### config.mk
export PLATFORM = sky130hd
export DESIGN_NAME = iiitb_vm_change_dispenser
export DESIGN_NICKNAME = d
export VERILOG_FILES = /design/src/rtl/iiitb_vm_pkg.sv /design/src/rtl/iiitb_vm_chg_fifo.sv /design/src/rtl/iiitb_vm_change_dispenser.sv
export SDC_FILE = /design/constraint.sdc
export NUM_CORES = 1
export LEC_CHECK = 0
export ABC_AREA = 1
export BUFFER_PORTS_ARGS = -buffer_cell sky130_fd_sc_hd__buf_4
export CAP_MARGIN = 10
export CORE_MARGIN = 2
export CORE_UTILIZATION = 53
export DETAILED_ROUTE_END_ITERATION = 16
export MAX_ROUTING_LAYER = met4
export PLACE_DENSITY_LB_ADDON = 0.15
export SYNTH_ARGS = -nofsm -noshare
export SYNTH_HDL_FRONTEND = slang
export SYNTH_SLANG_ARGS = --single-unit
### constraint.sdc
create_clock -name clk -period 1.96 [get_ports clk]
set_input_delay 0.294 -clock clk [delete_from_list [all_inputs] [get_ports clk]]
set_output_delay 0.294 -clock clk [all_outputs]
set_load 0.05 [all_outputs]
### src/rtl/iiitb_vm_pkg.sv
// Shared definitions for the vending-machine change dispenser.
// Holds the change codes produced by iiitb_vm, the payout FSM state encoding and
// the width of the confirmed-coin counter.
package iiitb_vm_pkg;

  localparam logic [1:0] CHG_NONE = 2'b00;
  localparam logic [1:0] CHG_5    = 2'b01;
  localparam logic [1:0] CHG_10   = 2'b10;
  localparam logic [1:0] CHG_BAD  = 2'b11;

  localparam int unsigned COINS_W = 8;

  typedef enum logic [1:0] {
    StIdle = 2'b00,
    StFire = 2'b01,
    StWait = 2'b10,
    StJam  = 2'b11
  } state_e;

endpackage

### src/rtl/iiitb_vm_chg_fifo.sv
// Synchronous FIFO of pending change requests, one bit per entry
// (0 = 5-unit coin, 1 = 10-unit coin).
// Ports:
//   clk, rst_n  clock and asynchronous active-low reset
//   push, din   write request and data; ignored when full unless popping
//   pop         remove head; ignored when empty
//   dout        current head entry
//   full, empty occupancy flags
// FIFO_DEPTH must be a power of two so the extra pointer bit wraps cleanly.
module iiitb_vm_chg_fifo #(
  parameter int unsigned FIFO_DEPTH = 4
) (
  input  logic clk,
  input  logic rst_n,
  input  logic push,
  input  logic pop,
  input  logic din,
  output logic dout,
  output logic full,
  output logic empty
);

  localparam int unsigned AW = (FIFO_DEPTH > 1) ? $clog2(FIFO_DEPTH) : 1;

  logic [FIFO_DEPTH-1:0] mem_q, mem_d;
  logic [AW:0]           wr_ptr_q, wr_ptr_d;
  logic [AW:0]           rd_ptr_q, rd_ptr_d;
  logic                  push_en, pop_en;

  assign empty = (wr_ptr_q == rd_ptr_q);
  assign full  = (wr_ptr_q[AW] != rd_ptr_q[AW]) && (wr_ptr_q[AW-1:0] == rd_ptr_q[AW-1:0]);
  assign dout  = mem_q[rd_ptr_q[AW-1:0]];

  assign pop_en  = pop && !empty;
  // A push into a full FIFO is legal when the head leaves in the same cycle.
  assign push_en = push && (!full || pop_en);

  always_comb begin
    mem_d    = mem_q;
    wr_ptr_d = wr_ptr_q;
    rd_ptr_d = rd_ptr_q;
    if (push_en) begin
      mem_d[wr_ptr_q[AW-1:0]] = din;
      wr_ptr_d                = wr_ptr_q + 1'b1;
    end
    if (pop_en) begin
      rd_ptr_d = rd_ptr_q + 1'b1;
    end
  end

  always_ff @(posedge clk or negedge rst_n) begin
    if (!rst_n) begin
      mem_q    <= '0;
      wr_ptr_q <= '0;
      rd_ptr_q <= '0;
    end else begin
      mem_q    <= mem_d;
      wr_ptr_q <= wr_ptr_d;
      rd_ptr_q <= rd_ptr_d;
    end
  end

endmodule

### src/rtl/iiitb_vm_change_dispenser.sv
// Change payout controller: turns change codes from iiitb_vm into hopper pulses.
// Ports:
//   clk, rst_n             clock and asynchronous active-low reset
//   change[1:0]            00 none, 01 5-unit, 10 10-unit, 11 illegal
//   coin_sense             coin-exit sensor, high at least one cycle per coin
//   clr_err                clears sticky flags and releases the jam state
//   hop5_fire, hop10_fire  registered hopper actuators, never both high
//   busy                   FSM active or requests pending
//   fifo_full              request queue is full
//   ovf_err, bad_code      sticky: request dropped (queue full / illegal code)
//   jam_err                sticky: retries exhausted without a coin
//   coins_paid             confirmed coin count, wraps
module iiitb_vm_change_dispenser
  import iiitb_vm_pkg::*;
#(
  parameter int unsigned FIFO_DEPTH     = 4,
  parameter int unsigned PULSE_CYCLES   = 8,
  parameter int unsigned TIMEOUT_CYCLES = 64,
  parameter int unsigned MAX_RETRY      = 2
) (
  input  logic               clk,
  input  logic               rst_n,
  input  logic [1:0]         change,
  input  logic               coin_sense,
  input  logic               clr_err,
  output logic               hop5_fire,
  output logic               hop10_fire,
  output logic               busy,
  output logic               fifo_full,
  output logic               ovf_err,
  output logic               bad_code,
  output logic               jam_err,
  output logic [COINS_W-1:0] coins_paid
);

  localparam int unsigned PW = (PULSE_CYCLES > 1) ? $clog2(PULSE_CYCLES) : 1;
  localparam int unsigned TW = (TIMEOUT_CYCLES > 1) ? $clog2(TIMEOUT_CYCLES) : 1;
  localparam int unsigned RW = (MAX_RETRY > 0) ? $clog2(MAX_RETRY + 1) : 1;

  localparam logic [PW-1:0] PULSE_LAST   = PW'(PULSE_CYCLES - 1);
  localparam logic [TW-1:0] TIMEOUT_LAST = TW'(TIMEOUT_CYCLES - 1);
  localparam logic [RW-1:0] RETRY_MAX    = RW'(MAX_RETRY);

  state_e               state_q, state_d;
  logic [1:0]           chg_q;
  logic [PW-1:0]        pulse_q, pulse_d;
  logic [TW-1:0]        timer_q, timer_d;
  logic [RW-1:0]        retry_q, retry_d;
  logic                 seen_q, seen_d;
  logic                 hop5_q, hop5_d;
  logic                 hop10_q, hop10_d;
  logic                 ovf_q, ovf_d;
  logic                 bad_q, bad_d;
  logic                 jam_q, jam_d;
  logic [COINS_W-1:0]   coins_q, coins_d;

  logic req, req_coin, req_bad;
  logic fifo_push, fifo_pop, fifo_dout, fifo_empty, fifo_full_w;
  logic coin_inc, jam_set, ovf_set;

  // A request is the rising edge out of "none"; a code switch without 00 is not new.
  assign req      = (change != CHG_NONE) && (chg_q == CHG_NONE);
  assign req_coin = req && ((change == CHG_5) || (change == CHG_10));
  assign req_bad  = req && (change == CHG_BAD);

  assign fifo_push = req_coin && (!fifo_full_w || fifo_pop);
  assign ovf_set   = req_coin && fifo_full_w && !fifo_pop;

  iiitb_vm_chg_fifo #(
    .FIFO_DEPTH(FIFO_DEPTH)
  ) u_fifo (
    .clk  (clk),
    .rst_n(rst_n),
    .push (fifo_push),
    .pop  (fifo_pop),
    .din  (change == CHG_10),
    .dout (fifo_dout),
    .full (fifo_full_w),
    .empty(fifo_empty)
  );

  // State register (all flops, including registered outputs).
  always_ff @(posedge clk or negedge rst_n) begin
    if (!rst_n) begin
      state_q <= StIdle;
      chg_q   <= CHG_NONE;
      pulse_q <= '0;
      timer_q <= '0;
      retry_q <= '0;
      seen_q  <= 1'b0;
      hop5_q  <= 1'b0;
      hop10_q <= 1'b0;
      ovf_q   <= 1'b0;
      bad_q   <= 1'b0;
      jam_q   <= 1'b0;
      coins_q <= '0;
    end else begin
      state_q <= state_d;
      chg_q   <= change;
      pulse_q <= pulse_d;
      timer_q <= timer_d;
      retry_q <= retry_d;
      seen_q  <= seen_d;
      hop5_q  <= hop5_d;
      hop10_q <= hop10_d;
      ovf_q   <= ovf_d;
      bad_q   <= bad_d;
      jam_q   <= jam_d;
      coins_q <= coins_d;
    end
  end

  // Next-state logic.
  always_comb begin
    state_d  = state_q;
    pulse_d  = pulse_q;
    timer_d  = timer_q;
    retry_d  = retry_q;
    seen_d   = seen_q;
    fifo_pop = 1'b0;
    coin_inc = 1'b0;
    jam_set  = 1'b0;
    case (state_q)
      StIdle: begin
        if (!fifo_empty) begin
          state_d = StFire;
          pulse_d = '0;
          retry_d = '0;
          seen_d  = 1'b0;
        end
      end
      StFire: begin
        if (coin_sense) seen_d = 1'b1;
        if (pulse_q == PULSE_LAST) begin
          // A coin seen while firing confirms the payout without waiting.
          if (seen_q || coin_sense) begin
            fifo_pop = 1'b1;
            coin_inc = 1'b1;
            state_d  = StIdle;
          end else begin
            state_d = StWait;
            timer_d = '0;
          end
        end else begin
          pulse_d = pulse_q + 1'b1;
        end
      end
      StWait: begin
        if (coin_sense) begin
          fifo_pop = 1'b1;
          coin_inc = 1'b1;
          state_d  = StIdle;
        end else if (timer_q == TIMEOUT_LAST) begin
          if (retry_q < RETRY_MAX) begin
            retry_d = retry_q + 1'b1;
            state_d = StFire;
            pulse_d = '0;
            seen_d  = 1'b0;
          end else begin
            jam_set = 1'b1;
            state_d = StJam;
          end
        end else begin
          timer_d = timer_q + 1'b1;
        end
      end
      StJam: begin
        if (clr_err) state_d = StIdle;
      end
      default: state_d = StIdle;
    endcase
  end

  // Output logic: next values of the registered outputs and flags.
  always_comb begin
    hop5_d  = (state_d == StFire) && !fifo_dout;
    hop10_d = (state_d == StFire) && fifo_dout;
    coins_d = coins_q + COINS_W'(coin_inc);
    // Clear wins over a same-cycle set.
    ovf_d   = clr_err ? 1'b0 : (ovf_q | ovf_set);
    bad_d   = clr_err ? 1'b0 : (bad_q | req_bad);
    jam_d   = clr_err ? 1'b0 : (jam_q | jam_set);
  end

  assign hop5_fire  = hop5_q;
  assign hop10_fire = hop10_q;
  assign busy       = (state_q != StIdle) || !fifo_empty;
  assign fifo_full  = fifo_full_w;
  assign ovf_err    = ovf_q;
  assign bad_code   = bad_q;
  assign jam_err    = jam_q;
  assign coins_paid = coins_q;

endmodule

* Word-level counts from Yosys, hierarchy flattened
Cells that the tools add are included.
** Storage, ports and cells
- Register bits :: 39
- Latch bits :: 0
- RAM bits :: 0
- ROM bits :: 0
- Input port bits :: 6
- Output and inout bits :: 15
- Memories kept :: 0
** Operators by class
- Add/sub/neg operators :: 6
- Multipliers :: 0
- Div/mod/pow operators :: 0
- Magnitude comparators :: 4
- Equality and inequality tests :: 21
- Shifts and indexed selects :: 0
- Mux-type cells :: 46
- Bitwise gates (word level) :: 3
- Reductions and logical operators :: 32
** Operator list (count)
- 6-bit 2-to-1 mux :: 4
- 2-bit 2-to-1 mux :: 11
- 2-bit != test, second input constant :: 9
- 1-bit 2-to-1 mux :: 17
- 3-bit 2-to-1 mux :: 5
- 1-bit logical AND :: 12
- 6-bit case mux with 2 select lines :: 1
- 6-bit AND reduction :: 2
- 5-bit AND reduction :: 2
- 3-bit by 1-bit adder with 3-bit output, second input constant :: 3
- 3-bit case mux with 3 select lines :: 1
- 8-bit by 1-bit adder with 8-bit output :: 1
- 2-bit equality test, second input constant :: 4
- 2-bit case mux with 4 select lines :: 1
- 2-bit nonzero test :: 4
- 6-bit by 1-bit adder with 6-bit output, second input constant :: 1
- 2-bit by 1-bit equality test with 1-bit output, second input constant :: 3
- 6-bit equality test, second input constant :: 1
- 2-bit by 3-bit < comparator with 1-bit output, second input constant :: 2
- 1-bit logical OR :: 5
- 4-bit bitwise mux :: 1
- 1-bit zero test :: 4
- 2-bit zero test :: 2
- 2-bit case mux with 2 select lines :: 1
- other kinds (13) :: 15

* Logic depth before layout (Yosys ltp)
Gate-level depths: netlist of the first run.
- Depth in word-level cells :: 8
- Mapped depth :: 12
- Mapped depth without buffers :: 11

* By module
Synthesis of the first run repeated with hierarchy kept, for this count alone.
** Unflattened totals
- Cells, all modules :: 258
- Area total of the unflattened synthesis :: 2197.1 µm²
** Modules (own cells, without submodules)
- iiitb_vm_change_dispenser :: times used 1, cells each 182, area each 1576.5 µm²
- iiitb_vm_chg_fifo :: times used 1, cells each 76, area each 620.6 µm²

* Least setup slack after synthesis of the first run
OpenSTA, ideal clock, no wires.
- Path kind :: flip-flop to flip-flop
- From :: register state_q[0]
- To :: register coins_q[6] (netlist: coins_paid[6])
- Arrival :: 1.925 ns
- Slack :: -0.047 ns
- Cell stages (with the launch flop) :: 12
- Buffers on the path :: 0
- Clock period less this slack :: 2.007 ns
- Path through :: dfrtp_1 inv_1 ha_1 nand2_2 nand2_1 nand3_2 inv_2 ha_1 ha_1 nand3_1 nor2_1 xor2_1
** On the way
- Longest elaborated chain between the ends :: 3
** Ends and longest elaborated chain
- from (decl) :: RTL line iiitb_vm_change_dispenser.sv:44 : state_e state_q, state_d;
- from (signal assigned) :: RTL line iiitb_vm_change_dispenser.sv:85 : state_q <= StIdle;
- from (signal assigned) :: RTL line iiitb_vm_change_dispenser.sv:98 : state_q <= state_d;
- 2-bit equality test / 2-bit by 1-bit equality test with 1-bit output (equally long branches) :: RTL line iiitb_vm_change_dispenser.sv:123 : case (state_q)
- 1-bit case mux with 2 select lines * :: RTL line iiitb_vm_change_dispenser.sv:123
- 8-bit by 1-bit adder with 8-bit output * :: RTL line iiitb_vm_change_dispenser.sv:178 : coins_d = coins_q + COINS_W'(coin_inc);
- net coins_d[6] :: RTL line iiitb_vm_change_dispenser.sv:55 : logic [COINS_W-1:0] coins_q, coins_d;
- to (signal assigned) :: RTL line iiitb_vm_change_dispenser.sv:109 : coins_q <= coins_d;
- to (decl) :: RTL line iiitb_vm_change_dispenser.sv:55
Mark *: on every way through the listed nets, which the timed path passes. The rest lies on a longest branch.
A chain may end at the register's enable or synchronous reset.

* Worst setup path in the final report of the first run
- From :: register u_fifo.wr_ptr_q[0]
- To :: output port busy
** On the way
- Longest elaborated chain between the ends :: 3
** Ends and longest elaborated chain
- from (decl) :: RTL line iiitb_vm_chg_fifo.sv:26 : logic [AW:0] wr_ptr_q, wr_ptr_d;
- from (signal assigned) :: RTL line iiitb_vm_chg_fifo.sv:58 : wr_ptr_q <= wr_ptr_d;
- 3-bit equality test :: RTL line iiitb_vm_chg_fifo.sv:30 : assign empty = (wr_ptr_q == rd_ptr_q);
- 1-bit zero test :: RTL line iiitb_vm_change_dispenser.sv:187 : assign busy = (state_q != StIdle) || !fifo_empty;
- 1-bit logical OR :: RTL line iiitb_vm_change_dispenser.sv:187
- to (decl) :: RTL line iiitb_vm_change_dispenser.sv:28 : output logic busy,
No other way between the ends.

==> reports/metrics.csv, run 1 <==
stage,metric,value,unit
synth,Main synth FF type,sky130_fd_sc_hd__dfrtp_1,
synth,Post-synth EDFFs,0,
finish,FF/Latch Area,977,sq um
clock_tree,CTS tree,done,
die,vertical die dimension,68.8,um
placed_design,Port-buffer cells,20,
routing,Post-Route WL,4.00,mm
pwr,cell-internal power,2.18,mW
sta,final critical delay including setup and external delays,1.91,ns
sta,final count of negative-setup-slack endpoints,0,
pwr,Switch Pwr,1.74,mW
worst_setup_path,kind of end point of the critical path,output pin,
global_routing,GR Util All Layers,19.9,%
routing,DRT antenna net count,0,
synth,combined area of all synthesized cells,2220,sq um
routing,wire per inst,12.0,um
finish,synth-to-layout area growth,19.0,%
sta,Setup WS post-layout,0.0525,ns
finish,"leading cell types in the layout, fill and taps excluded","sky130_fd_sc_hd__nand2_1, sky130_fd_sc_hd__dfrtp_1, sky130_fd_sc_hd__buf_4",
sta,number of endpoints with negative hold slack in the final report,0,
synth,Synth cell types,31,
routing,Pre-antenna DRT Iters,4,
routing,total vias in the final route,1682,
pwr,net switching share of the total power,44.4,%
die,total number of placement rows,23,
synth,asr flop ratio synth,100,%
synth,number of nets produced by synthesis,275,
pwr,Clock Power Share,17.8,%
global_routing,antenna violations before repair,0,
clock_tree,clock slew seen by the registers of the worst setup and hold paths,0.08,ns
sta,RSZ-0062 raised after global routing,true,
worst_setup_path,kind of start point of the critical path,flip-flop,
worst_setup_path,critical path class,reg -> out,
routing,residual DRC count,0,
routing,DRT iter0 DRCs,95,
finish,most common library cell in the layout ignoring fill and taps,sky130_fd_sc_hd__nand2_1,
die,Chip Width,68.8,um
worst_setup_path,crit-path leading delay family,flip-flops,
sta,Hold Slack,0.121,ns
finish,fill count,345,
sta,upper clock frequency limit,524,MHz
worst_setup_path,slowest library cell on the worst path,sky130_fd_sc_hd__dfrtp_1,
worst_setup_path,WP buf/inv,1,
clock_tree,# Post-CTS Setup Buffers,0,
placed_design,dpl hpwl,3.02,mm
pwr,leakage power of the design,1.36,nW
worst_setup_path,arrival time reported for the critical path endpoint,1.61,ns
finish,multi-input gate area in the final layout,1170,sq um
worst_setup_path,crit-path cells,xnor2_2 -> nand4_4 -> buf_4,
worst_setup_path,peak per-stage delay on the critical path,0.45,ns
sta,Worst-Margin Slew,0.482,ns
finish,# diodes,0,
pwr,power density relative to cell area,1480,nW/um^2
worst_setup_path,highest net fanout along the worst path,10,
synth,cell count after synthesis,250,
sta,worst-case clock skew,0.00619,ns
worst_setup_path,Crit path required time,1.67,ns
synth,Synth Register Bits,39,
pwr,Sequential Power Share,34.2,%
job,max-cap check violation count,0,
clock_tree,Max Buffers Root-to-Sink,2,
die,initial core utilization,55.2,%
synth,Mean Syn Cell Area,8.89,sq um
die,die area,4730,sq um
clock_tree,insertion delay to the later sink of the worst-skew pair,0.30,ns
placed_design,Post-Place Setup Slack,0.0437,ns
clock_tree,clock root cell,sky130_fd_sc_hd__clkbuf_8,
clock_tree,Num CTS Buffers,5,
global_routing,overflow left after global routing,0,
sta,Max-slew headroom,67.8,%
worst_setup_path,register-to-register setup slack,0.13,ns
outcome,outcome,"finished, final reports clean",
synth,total of warnings raised by yosys,0,
pwr,power share of the combinational group,48.1,%
die,number of I/O pins,21,
clock_tree,number of clock sinks,39,
synth,register area share after synthesis,43.9,%
finish,NumNets Final,307,
sta,max-slew violation count,0,
clock_tree,H-Tree Level Count,2,
global_routing,maximum number of pins on one net before global-route repair,40,
pwr,maximum VDD drop,775,uV
sta,final worst path period share,97.3,%
hold_path,worst min-delay path class,in -> reg,
die,core area,4030,sq um
finish,share of cells above drive strength 1,23.0,%
global_routing,vias in the first global route,1584,
placed_design,global placement routability congestion,0.864,
routing,Vias per Instance,5.05,
global_routing,global-route wire length before repair,6.66,mm
[kinds of logic after synthesis]
logic type	share of synthesized area (%)
XOR/XNOR	7.65
AND/OR/NAND/NOR	27.7
adder cells (fa/ha/maj)	10.7
flip-flops	43.9
AO/OA/AOI/OAI	4.05
buffers and inverters	5.51
multiplexers	0.450
[sequential cells by signal, summed over array words and instances (netlist names), 2 cells and up]
| signal | cells |
|---|---|
| coins_paid | 8 |
| u_fifo.rd_ptr_q | 3 |
| retry_q | 2 |
| u_fifo.mem_q | 4 |
| pulse_q | 3 |
| state_q | 2 |
| chg_q | 2 |
| u_fifo.wr_ptr_q | 3 |
| timer_q | 6 |
[per-layer routing]
| metal | GRT usage [%] | wire length (um) |
|---|---|---|
| met5 | - | 0 |
| met4 | 7.84 | 67 |
| met1 | 24.9 | 1980 |
| met2 | 31.0 | 1800 |
| met3 | 4.87 | 148 |
[metrics by stage]
step / instances / power [mW] / utilization, % / cell area, sq um / TNS [ns]
after floorplan: 250 / 2.71 / - / 2230 / 0
after global placement: 324 / 3.17 / 61.4 / 2470 / 0
after detailed placement: 324 / 3.20 / 61.4 / 2470 / 0
after CTS: 333 / 3.91 / 64.6 / 2600 / 0
after global routing: 333 / 4.24 / 65.7 / 2650 / -0.0421
final: 333 / 3.93 / 65.7 / 2650 / 0
[power by group through the flow]
stage | Combinational, mW | Clock (mW) | Sequential (mW)
2_1_floorplan | 1.27 | 0 | 1.44
3_3_place_gp | 1.84 | 0 | 1.33
3_5_place_dp | 1.86 | 0 | 1.34
4_1_cts | 1.87 | 0.719 | 1.32
5_1_grt | 2.12 | 0.744 | 1.38
6_report | 1.89 | 0.698 | 1.34
[cell usage after synthesis, types with 4 or more instances]
cell type / n / area [sq um]
sky130_fd_sc_hd__nand4_1: 14 / 87.6
sky130_fd_sc_hd__o21ai_1: 6 / 30.0
sky130_fd_sc_hd__xnor2_1: 5 / 43.8
sky130_fd_sc_hd__inv_2: 4 / 15.0
sky130_fd_sc_hd__nand2_1: 60 / 225
sky130_fd_sc_hd__dfrtp_1: 39 / 976
sky130_fd_sc_hd__ha_1: 19 / 238
sky130_fd_sc_hd__inv_1: 26 / 97.6
sky130_fd_sc_hd__nand3_1: 16 / 80.1
sky130_fd_sc_hd__a21oi_1: 6 / 30.0
sky130_fd_sc_hd__nor2_1: 18 / 67.6
sky130_fd_sc_hd__xor2_1: 7 / 61.3
[final cells by class]
cell class                      count  share of cell area (%)
Inverter                           30                    4.26
Timing Repair Buffer               27                    7.75
Tap cell                           50                    2.36
Sequential cell                    39                    36.9
Clock inverter                      2                    1.32
Clock buffer                        6                    3.12
Multi-Input combinational cell    179                    44.3
[final timing paths]
path                                         start               to  cells past startpoint
worst max register to register          state_q[0]    coins_paid[6]                     11
worst min-delay path                     change[0]         chg_q[0]                      1
min in group asynchronous                    rst_n    coins_paid[2]                      2
worst min register to register     u_fifo.mem_q[0]  u_fifo.mem_q[0]                      2
max in group asynchronous                    rst_n       state_q[0]                      2
worst max-delay path            u_fifo.wr_ptr_q[0]             busy                      3
[what timing repair did]
item | 4_1_cts | 5_1_grt
hold buffers | 1 | 0
resized for setup | 0 | 11
endpoints found under the hold margin | 39 | 0
endpoints found under the setup margin | 0 | 5
No activity file was read; power rests on OpenSTA's default activity.
==> run 2: changes to the inputs <==
ABC_CLOCK_PERIOD_IN_PS = 1960   (was unset)
CORE_UTILIZATION = 55   (was 53)
CTS_BUF_LIST = sky130_fd_sc_hd__clkbuf_8   (was unset)
RECOVER_POWER = 25   (was unset)
==> reports/metrics.csv, run 2 (synthesis gave the netlist of run 1 again) <==
stage,metric,value,unit,change
finish,Largest register FFs,8,,unchanged
routing,met1 routed wirelength after detailed routing,1.96,mm,-1.3%
sta,upper clock frequency limit,532,MHz,+1.4%
worst_setup_path,kind of end point of the critical path,flip-flop,,
global_routing,vias in the first global route,1581,,-0.19%
hold_path,hold endpoint,chg_q[0],,
sta,Max-slew headroom,36.5,%,-31 points
die,Chip Width,67.6,um,-1.7%
sta,final worst path period share,96.0,%,-1.3 points
pwr,power density relative to cell area,1500,nW/um^2,+0.85%
worst_setup_path,reg-to-reg critical path endpoint,coins_paid[6],,
routing,DRT iter0 DRCs,96,,+1.1%
worst_setup_path,Crit path required time,2.18,ns,+0.51 ns
routing,total vias in the final route,1714,,+1.9%
sta,final count of negative-setup-slack endpoints,0,,unchanged
sta,max-slew violation count,0,,unchanged
worst_setup_path,slowest library cell on the worst path,sky130_fd_sc_hd__dfrtp_2,,
die,total number of placement rows,23,,unchanged
global_routing,global-route wire length before repair,6.76,mm,+1.5%
routing,DRT antenna net count,0,,unchanged
routing,wire per inst,12.3,um,+2.2%
global_routing,overflow left after global routing,0,,unchanged
finish,share of cells above drive strength 1,22.7,%,-0.24 points
finish,final standard cell count with taps included and fillers excluded,336,,+0.90%
sta,RSZ-0062 raised after global routing,true,,
placed_design,placed instance area,2470,sq um,unchanged
worst_setup_path,reg-to-reg critical path startpoint,state_q[0],,
job,max-cap check violation count,0,,unchanged
placed_design,number of placed instances with taps included,324,,unchanged
sta,Hold Slack,0.155,ns,+0.0336 ns
finish,# diodes,0,,unchanged
finish,cell area after layout,2660,sq um,+0.66%
finish,most common library cell in the layout ignoring fill and taps,sky130_fd_sc_hd__nand2_1,,
die,core area,3940,sq um,-2.1%
clock_tree,Max Buffers Root-to-Sink,2,,unchanged
sta,Worst-Margin Slew,0.953,ns,+0.470 ns
placed_design,dpl hpwl,3.04,mm,+0.57%
worst_setup_path,highest net fanout along the worst path,5,,-5
pwr,leakage power of the design,1.37,nW,+0.47%
placed_design,Post-Place Setup Slack,0.0301,ns,-0.0136 ns
sta,worst-case clock skew,0.00292,ns,-0.00327 ns
die,die area,4570,sq um,-3.4%
clock_tree,Num CTS Buffers,5,,unchanged
clock_tree,H-Tree Level Count,2,,unchanged
die,vertical die dimension,67.6,um,-1.7%
finish,synth-to-layout area growth,19.8,%,
worst_setup_path,crit-path leading delay family,adder cells,,
sta,number of endpoints with negative hold slack in the final report,0,,unchanged
clock_tree,insertion delay to the later sink of the worst-skew pair,0.29,ns,about the same
clock_tree,CTS tree,done,,
routing,Post-Route WL,4.13,mm,+3.1%
clock_tree,clock slew seen by the registers of the worst setup and hold paths,0.08,ns,about the same
clock_tree,clock root cell,sky130_fd_sc_hd__clkbuf_8,,
hold_path,hold-critical path depth,1,,unchanged
routing,residual DRC count,0,,unchanged
routing,Vias per Instance,5.10,,+0.99%
worst_setup_path,WP buf/inv,2,,+1
worst_setup_path,Most Frequent Cell on Critical Path,sky130_fd_sc_hd__ha_2,,
worst_setup_path,arrival time reported for the critical path endpoint,2.10,ns,+0.49 ns
finish,post-layout util,67.6,%,+1.9 points
finish,"leading cell types in the layout, fill and taps excluded","sky130_fd_sc_hd__nand2_1, sky130_fd_sc_hd__dfrtp_1, sky130_fd_sc_hd__buf_4",,
sta,total negative slack,0,ns,unchanged
worst_setup_path,kind of start point of the critical path,flip-flop,,
worst_setup_path,crit-path cells,inv_4 -> ha_2 -> nand2_2 -> nand2_1 -> nand3_2 -> inv_2 -> ha_2 -> ha_2 -> nand3_2 -> nor2_2 -> xor2_1,,
hold_path,hold path startpoint,change[0],,
routing,Highest Signal Layer,met4,,
sta,Setup WS post-layout,0.0789,ns,+0.0263 ns
worst_setup_path,critical path class,reg -> reg,,
routing,Pre-antenna DRT Iters,4,,unchanged
outcome,outcome,"finished, final reports clean",,
finish,NumNets Final,310,,+0.98%
placed_design,Port-buffer cells,20,,unchanged
global_routing,GR Util All Layers,20.6,%,+0.73 points
pwr,"sum of internal, switching and leakage power",3.99,mW,+1.5%
die,initial core utilization,56.4,%,+1.2 points
sta,final critical delay including setup and external delays,1.88,ns,-0.0263 ns
pwr,maximum VDD drop,796,uV,+2.7%
worst_setup_path,peak per-stage delay on the critical path,0.46,ns,about the same
clock_tree,number of clock sinks,39,,unchanged
global_routing,antenna violations before repair,0,,unchanged
routing,total length of routed met3 wires,122,um,-18%
global_routing,maximum number of pins on one net before global-route repair,40,,unchanged
die,number of I/O pins,21,,unchanged
placed_design,global placement routability congestion,0.835,,-3.3%
worst_setup_path,depth of the most critical reg-to-reg path,11,,unchanged
worst_setup_path,register-to-register setup slack,0.08,ns,-0.05 ns
hold_path,worst min-delay path class,in -> reg,,
routing,wire length on met2,1.99,mm,+10%
-- run 2: routing by layer --
metal  track usage (%)  vias to the layer above
li1                  -                      880
met4              6.89                        0
met1              24.5                      798
met5                 -                        -
met3              5.00                        5
met2              34.1                       31
-- run 2: repair_timing --
item                                   in CTS  in global routing
setup buffers                               0                  3
gates resized for setup                     0                 12
setup endpoints to repair                   0                  6
hold buffers                                1                  0
endpoints found under the hold margin      39                  0
-- run 2: how the worst max path moves through the flow --
stage	cells past startpoint	slack, ns	endpoint	from
after global routing	11	-0.03	coins_paid[7]	state_q[0]
after CTS	11	0.008	coins_paid[6]	pulse_q[0]
after detailed placement	11	0.03	coins_paid[6]	pulse_q[0]
after global placement	11	0.09	coins_paid[6]	pulse_q[0]
final	11	0.08	coins_paid[6]	state_q[0]
after floorplan	12	0.003	coins_paid[6]	state_q[1]
-- run 2: final cells by class --
type                    count  area, sq um
clock buffers               5         68.8
clock inverters             3         43.8
fillers                   311         1280
inverters                  30          115
multi-input cells         179         1180
flip-flops and latches     39          977
well taps                  50         62.6
repair buffers             30          218
-- run 2: power breakdown --
part           internal [mW]  switching (mW)  total, mW
Combinational          0.760            1.20       1.96
Clock                  0.379           0.285      0.664
Sequential              1.06           0.297       1.36
